==> config.mk <==
export PLATFORM = sky130hd
export DESIGN_NAME = uart_tx_mmio
export DESIGN_NICKNAME = d
export VERILOG_FILES = /design/src/rtl/uart_tx_mmio.sv
export SDC_FILE = /design/constraint.sdc
export NUM_CORES = 1
export LEC_CHECK = 0
export BUFFER_PORTS_ARGS = -buffer_cell sky130_fd_sc_hd__buf_2
export CORE_ASPECT_RATIO = 2
export CORE_UTILIZATION = 28
export CTS_BUF_LIST = sky130_fd_sc_hd__clkbuf_2 sky130_fd_sc_hd__clkbuf_4 sky130_fd_sc_hd__clkbuf_8
export DETAILED_ROUTE_END_ITERATION = 8
export PLACE_DENSITY = 0.54
export REMOVE_ABC_BUFFERS = 1
export SYNTH_ARGS = -nofsm -noshare
export SYNTH_HDL_FRONTEND = slang
export SYNTH_SLANG_ARGS = --single-unit
==> constraint.sdc <==
create_clock -name clk -period 3.9 [get_ports clk]
set_input_delay 0.585 -clock clk [delete_from_list [all_inputs] [get_ports clk]]
set_output_delay 0.585 -clock clk [all_outputs]
set_load 0.1 [all_outputs]
==> src/rtl/uart_tx_mmio.sv <==
// Memory-mapped UART transmitter: TXDATA/STATUS/CTRL registers, a byte FIFO
// and an 8N1 serializer with a registered tx output.
module uart_tx_mmio #(
  parameter int CLKS_PER_BIT = 16,
  parameter int FIFO_DEPTH   = 8
) (
  input  logic        clk,
  input  logic        rst_n,
  input  logic        sel,
  input  logic [3:0]  addr,
  input  logic [31:0] wdata,
  input  logic [3:0]  wenable,
  output logic [31:0] rdata,
  output logic        tx
);
  localparam int          PW       = $clog2(FIFO_DEPTH);
  localparam logic [4:0]  DEPTH_C  = 5'(FIFO_DEPTH);
  localparam logic [15:0] BIT_LAST = 16'(CLKS_PER_BIT - 1);

  typedef enum logic [1:0] {IDLE, START, DATA, STOP} state_t;

  state_t      state, state_d;
  logic [15:0] bit_cnt, bit_cnt_d;
  logic [2:0]  bit_idx, bit_idx_d;
  logic [7:0]  shreg, shreg_d;
  logic        tx_d;

  logic [7:0]    mem [FIFO_DEPTH];
  logic [PW-1:0] rptr, wptr;
  logic [4:0]    count;
  logic          overflow, tx_en;

  logic wr_any, wr_txdata, wr_status, wr_ctrl;
  logic push, pop, drop, full, empty, busy;
  logic unused_bits;

  assign unused_bits = ^{wenable[3:1], addr[1:0], wdata[31:8]};

  assign full      = (count == DEPTH_C);
  assign empty     = (count == 5'd0);
  assign busy      = (state != IDLE);
  assign wr_any    = sel & wenable[0];
  assign wr_txdata = wr_any && (addr[3:2] == 2'd0);
  assign wr_status = wr_any && (addr[3:2] == 2'd1);
  assign wr_ctrl   = wr_any && (addr[3:2] == 2'd2);
  // A full FIFO still takes a write when the serializer pops in the same cycle.
  assign push      = wr_txdata && (!full || pop);
  assign drop      = wr_txdata && full && !pop;

  always_comb begin
    state_d   = state;
    bit_cnt_d = bit_cnt;
    bit_idx_d = bit_idx;
    shreg_d   = shreg;
    pop       = 1'b0;
    unique case (state)
      IDLE: begin
        if (tx_en && !empty) begin
          pop       = 1'b1;
          state_d   = START;
          bit_cnt_d = 16'd0;
          shreg_d   = mem[rptr];
        end
      end
      START: begin
        if (bit_cnt == BIT_LAST) begin
          state_d   = DATA;
          bit_cnt_d = 16'd0;
          bit_idx_d = 3'd0;
        end else begin
          bit_cnt_d = bit_cnt + 16'd1;
        end
      end
      DATA: begin
        if (bit_cnt == BIT_LAST) begin
          bit_cnt_d = 16'd0;
          if (bit_idx == 3'd7) begin
            state_d = STOP;
          end else begin
            bit_idx_d = bit_idx + 3'd1;
            shreg_d   = shreg >> 1;
          end
        end else begin
          bit_cnt_d = bit_cnt + 16'd1;
        end
      end
      STOP: begin
        if (bit_cnt == BIT_LAST) begin
          bit_cnt_d = 16'd0;
          // Chain straight into the next frame so queued bytes leave without a gap.
          if (tx_en && !empty) begin
            pop     = 1'b1;
            state_d = START;
            shreg_d = mem[rptr];
          end else begin
            state_d = IDLE;
          end
        end else begin
          bit_cnt_d = bit_cnt + 16'd1;
        end
      end
      default: state_d = IDLE;
    endcase

    unique case (state_d)
      START:   tx_d = 1'b0;
      DATA:    tx_d = shreg_d[0];
      default: tx_d = 1'b1;
    endcase
  end

  always_ff @(posedge clk) begin
    if (!rst_n) begin
      state    <= IDLE;
      bit_cnt  <= 16'd0;
      bit_idx  <= 3'd0;
      shreg    <= 8'd0;
      tx       <= 1'b1;
      rptr     <= '0;
      wptr     <= '0;
      count    <= 5'd0;
      overflow <= 1'b0;
      tx_en    <= 1'b1;
    end else begin
      state   <= state_d;
      bit_cnt <= bit_cnt_d;
      bit_idx <= bit_idx_d;
      shreg   <= shreg_d;
      tx      <= tx_d;
      if (push) wptr <= wptr + PW'(1);
      if (pop)  rptr <= rptr + PW'(1);
      if (push && !pop)      count <= count + 5'd1;
      else if (pop && !push) count <= count - 5'd1;
      if (drop)                       overflow <= 1'b1;
      else if (wr_status && wdata[3]) overflow <= 1'b0;
      if (wr_ctrl) tx_en <= wdata[0];
    end
  end

  always_ff @(posedge clk) begin
    if (rst_n && push) mem[wptr] <= wdata[7:0];
  end

  always_comb begin
    rdata = 32'd0;
    if (sel) begin
      unique case (addr[3:2])
        2'd1:    rdata = {19'd0, count, 4'd0, overflow, empty, full, busy};
        2'd2:    rdata = {31'd0, tx_en};
        default: rdata = 32'd0;
      endcase
    end
  end
endmodule
==> results.json <==
{
  "synth_async_sr_flop_share_pct": 0,
  "coreArea_sq_um": 17870,
  "grt_usage_pct": 12.65,
  "cts_root_buf": "clkbuf_8",
  "io_pins": 76,
  "std_cell_rows": 69,
  "ir_worst_vdd_mv": 0.2575,
  "hp-class": "flip-flop to flip-flop",
  "ys_seq_elements": 110,
  "antenna_found_initial": 0,
  "finalMaxSlewViolations": 0,
  "die_x_um": 98.05,
  "vias": 3477,
  "fin_util_pct": 31.80,
  "syn_area_sq_um": 5166,
  "critPathLaunchType": "flip-flop",
  "grt_pass1_vias": 3637,
  "regArea_sq_um": 2843,
  "drive_gt1_share_pct": 16.32,
  "wl_per_cell_um": 16.44,
  "synthDistinctLibCells": 51,
  "clkLatencyLatePin_ps": 390,
  "fin_crit_sh_pct": 91.59,
  "syn_avg_cell_area_sq_um": 11.64,
  "status": "finished with violations",
  "initial_utilization_pct": 28.91,
  "multi_input_area_sq_um": 2125,
  "insertedDiodeCount": 0,
  "synth_cells": 444,
  "path_class": "flip-flop to flip-flop",
  "grt_max_degree": 35,
  "worst_setup_path_end_kind": "flip-flop",
  "max_freq_mhz": 280.0,
  "final_area_sq_um": 5683,
  "drv_cap": 0,
  "drc": 7,
  "p_leak_nw": 2.006,
  "clk_path_buf_depth": 2,
  "cpPeakStageDelay_ps": 620,
  "cpMaxStageDelayCell": "or4_4",
  "hpwl_um": 8400,
  "port_buffers": 23,
  "cts_sinks": 110,
  "p_total_mw": 3.471,
  "synthFlopType": "edfxtp_1",
  "rsz0062_at_grt": "no",
  "ctsHtreeMaxLevel": 3,
  "final_nets": 534,
  "fin_tns_setup_ps": 0,
  "p_per_area_nw_per_um2": 610.7,
  "clkTransAtPathRegs_ps": 110,
  "hold_ws_ps": 461.8,
  "hold_viol_final": 0,
  "area_growth_pct": 10.00,
  "seq_area_frac_synth_pct": 55.03,
  "fillerInstances": 1768,
  "vias_per_cell": 5.032,
  "die_area_sq_um": 19030,
  "crit_arrival_ps": 3890,
  "cts_buffers": 9,
  "critPathRequiredTime_ps": 4210,
  "antenna_left": 0,
  "max_slew.worst_pin.slew_ps": 1005,
  "tritoncts": "built",
  "die_height_um": 194.1,
  "finClkSkew_ps": 17.57,
  "grt.overflow.total": 0,
  "finalWirelength_um": 11360,
  "cts_hold_buf": 0,
  "crit_chain": "or4_4, nor4_4, o211ai_2, a21o_1, inv_2, ha_1, inv_1, fa_1, a21o_1, a21oi_1, xnor2_1, or3_1, a21oi_1",
  "finalSetupViolCount": 0,
  "grt_pass1_wl_um": 18490,
  "drt-initial-drc-count": 88,
  "place_congestion": 0.8011,
  "place_area_sq_um": 5495,
  "violations": "DRC",
  "firstDrtPassIters": 6,
  "synth_edf_count": 64,
  "max_slew_margin_pct": 32.75,
  "synth_warnings": 0,
  "period_needed_ps": 3572,
  "critPathMaxFanout": 7
}
[critical path, delay by kind of cell (launching register included)]
kind                       cells  cell delay, ps
xor gates and xnor gates       1             110
buffers and inverters          2             230
DFF                            1             380
AOI/OAI and AO/OA              5             900
adders and majority gates      2             600
and+or+nand+nor                3            1280
[path summary, 6_finish.rpt]
kind / from / to / slack (ps) / depth (start not counted)
worst min-delay path: bit_idx[1] / bit_idx[1] / 460 / 2
worst max-delay path: bit_cnt[4] / count[4] / 330 / 13
worst min register to register: bit_idx[1] / bit_idx[1] / 460 / 2
worst max register to register: bit_cnt[4] / count[4] / 330 / 13
[report_power, final]
group	switching (mW)	leakage, nW	internal [mW]	total (mW)
clock	0.389	0.0848	0.248	0.637
combinational	0.874	0.972	0.510	1.38
sequential	0.131	0.950	1.32	1.45
[timing repair]
item / 4_1_cts / 5_1_grt
setup endpoints to repair: 0 / 1
gates resized for setup: 0 / 2
buffers inserted: 0 / 0
[through the flow]
step | worst slack, ps | instances
final | 328.0 | 691
after global routing | 15.40 | 691
after CTS | 215.4 | 691
after detailed placement | 238.9 | 675
after global placement | 342.3 | 675
after floorplan | 290.4 | 425
[metal layers]
metal  wire length [um]  track usage [%]
met5                  0                0
met1               4111            11.84
met3                347            2.343
met2               6595            25.30
met4                306            6.117
[cell usage after synthesis (2+ instances only)]
cell      number  area, sq um
a41oi_1        3        26.28
a311oi_1       5        43.79
edfxtp_1      64         1922
nand4_1        6        37.54
a21oi_1       34        170.2
nor4_1         7        43.79
a31oi_1        2        12.51
dfxtp_1       46        920.9
ha_1          17        212.7
xnor2_1        5        43.79
nand4b_1       2        17.52
or4_4          3        33.78
nand3_1        8        40.04
mux4_2        16        360.4
nor3_1        12        60.06
nor2_1        50        187.7
buf_4         24        180.2
and2_1         3        18.77
o21ai_1        2        10.01
inv_1         13        48.80
mux2i_1       12        120.1
a211oi_1       8        60.06
and3_1         8        50.05
clkbuf_1      15        56.30
a22oi_1        4        30.03
o21ai_0       19        95.09
or4_1          2        15.01
a21o_1         3        22.52
nand2_1       23        86.33
or3_1          4        25.02
o41ai_1        2        17.52
xor2_1         3        26.28
[state kept, by name, indices dropped and copies added, names as in the netlist, named ones only]
register,cells
mem,64
bit_cnt,16
shreg,8
count,5
bit_idx,3
rptr,3
wptr,3
state,2
overflow,1
tx,1
tx_en,1
[cells by family (layout without fill, tap and decap cells)]
kind of cell | Yosys count | in the layout | synth area share [%]
and+or+nand+nor | 133 | 133 | 12.93
DFF | 110 | 110 | 55.03
AOI/OAI and AO/OA | 90 | 90 | 10.83
buffers and inverters | 56 | 68 | 5.982
muxes | 28 | 28 | 9.300
adders and majority gates | 18 | 18 | 4.505
xor gates and xnor gates | 8 | 8 | 1.356
other | 1 | 23 | 0.07259
[cells in the final DEF, fill, tap and decap left out, types with 4 or more instances in the layout]
cell type  netlist  routed
dfxtp_1         46      46
a311oi_1         5       5
a22oi_1          4       4
mux4_2          16      16
nor3_1          12      12
nand4_1          6       6
ha_1            17      17
xnor2_1          5       5
o21ai_0         19      19
clkbuf_8         0       9
a211oi_1         8       8
conb_1           1      23
edfxtp_1        64      64
a21oi_1         34      34
nand2_1         23      23
nor2_1          50      50
buf_2            1      23
nor4_1           7       4
buf_4           24      14
mux2i_1         12      12
and3_1           8       8
nand3_1          8       8
or3_1            4       4
inv_1           13      13
[area by class of cell]
type                            instances  area share, %
Inverter                               15         0.9908
Multi-Input combinational cell        300          37.38
Sequential cell                       110          50.02
Tap cell                              213          4.690
Timing Repair Buffer                   37          3.875
Clock inverter                          5         0.5945
Clock buffer                           11          2.444
Note: power is estimated with default switching activity, not from simulation.
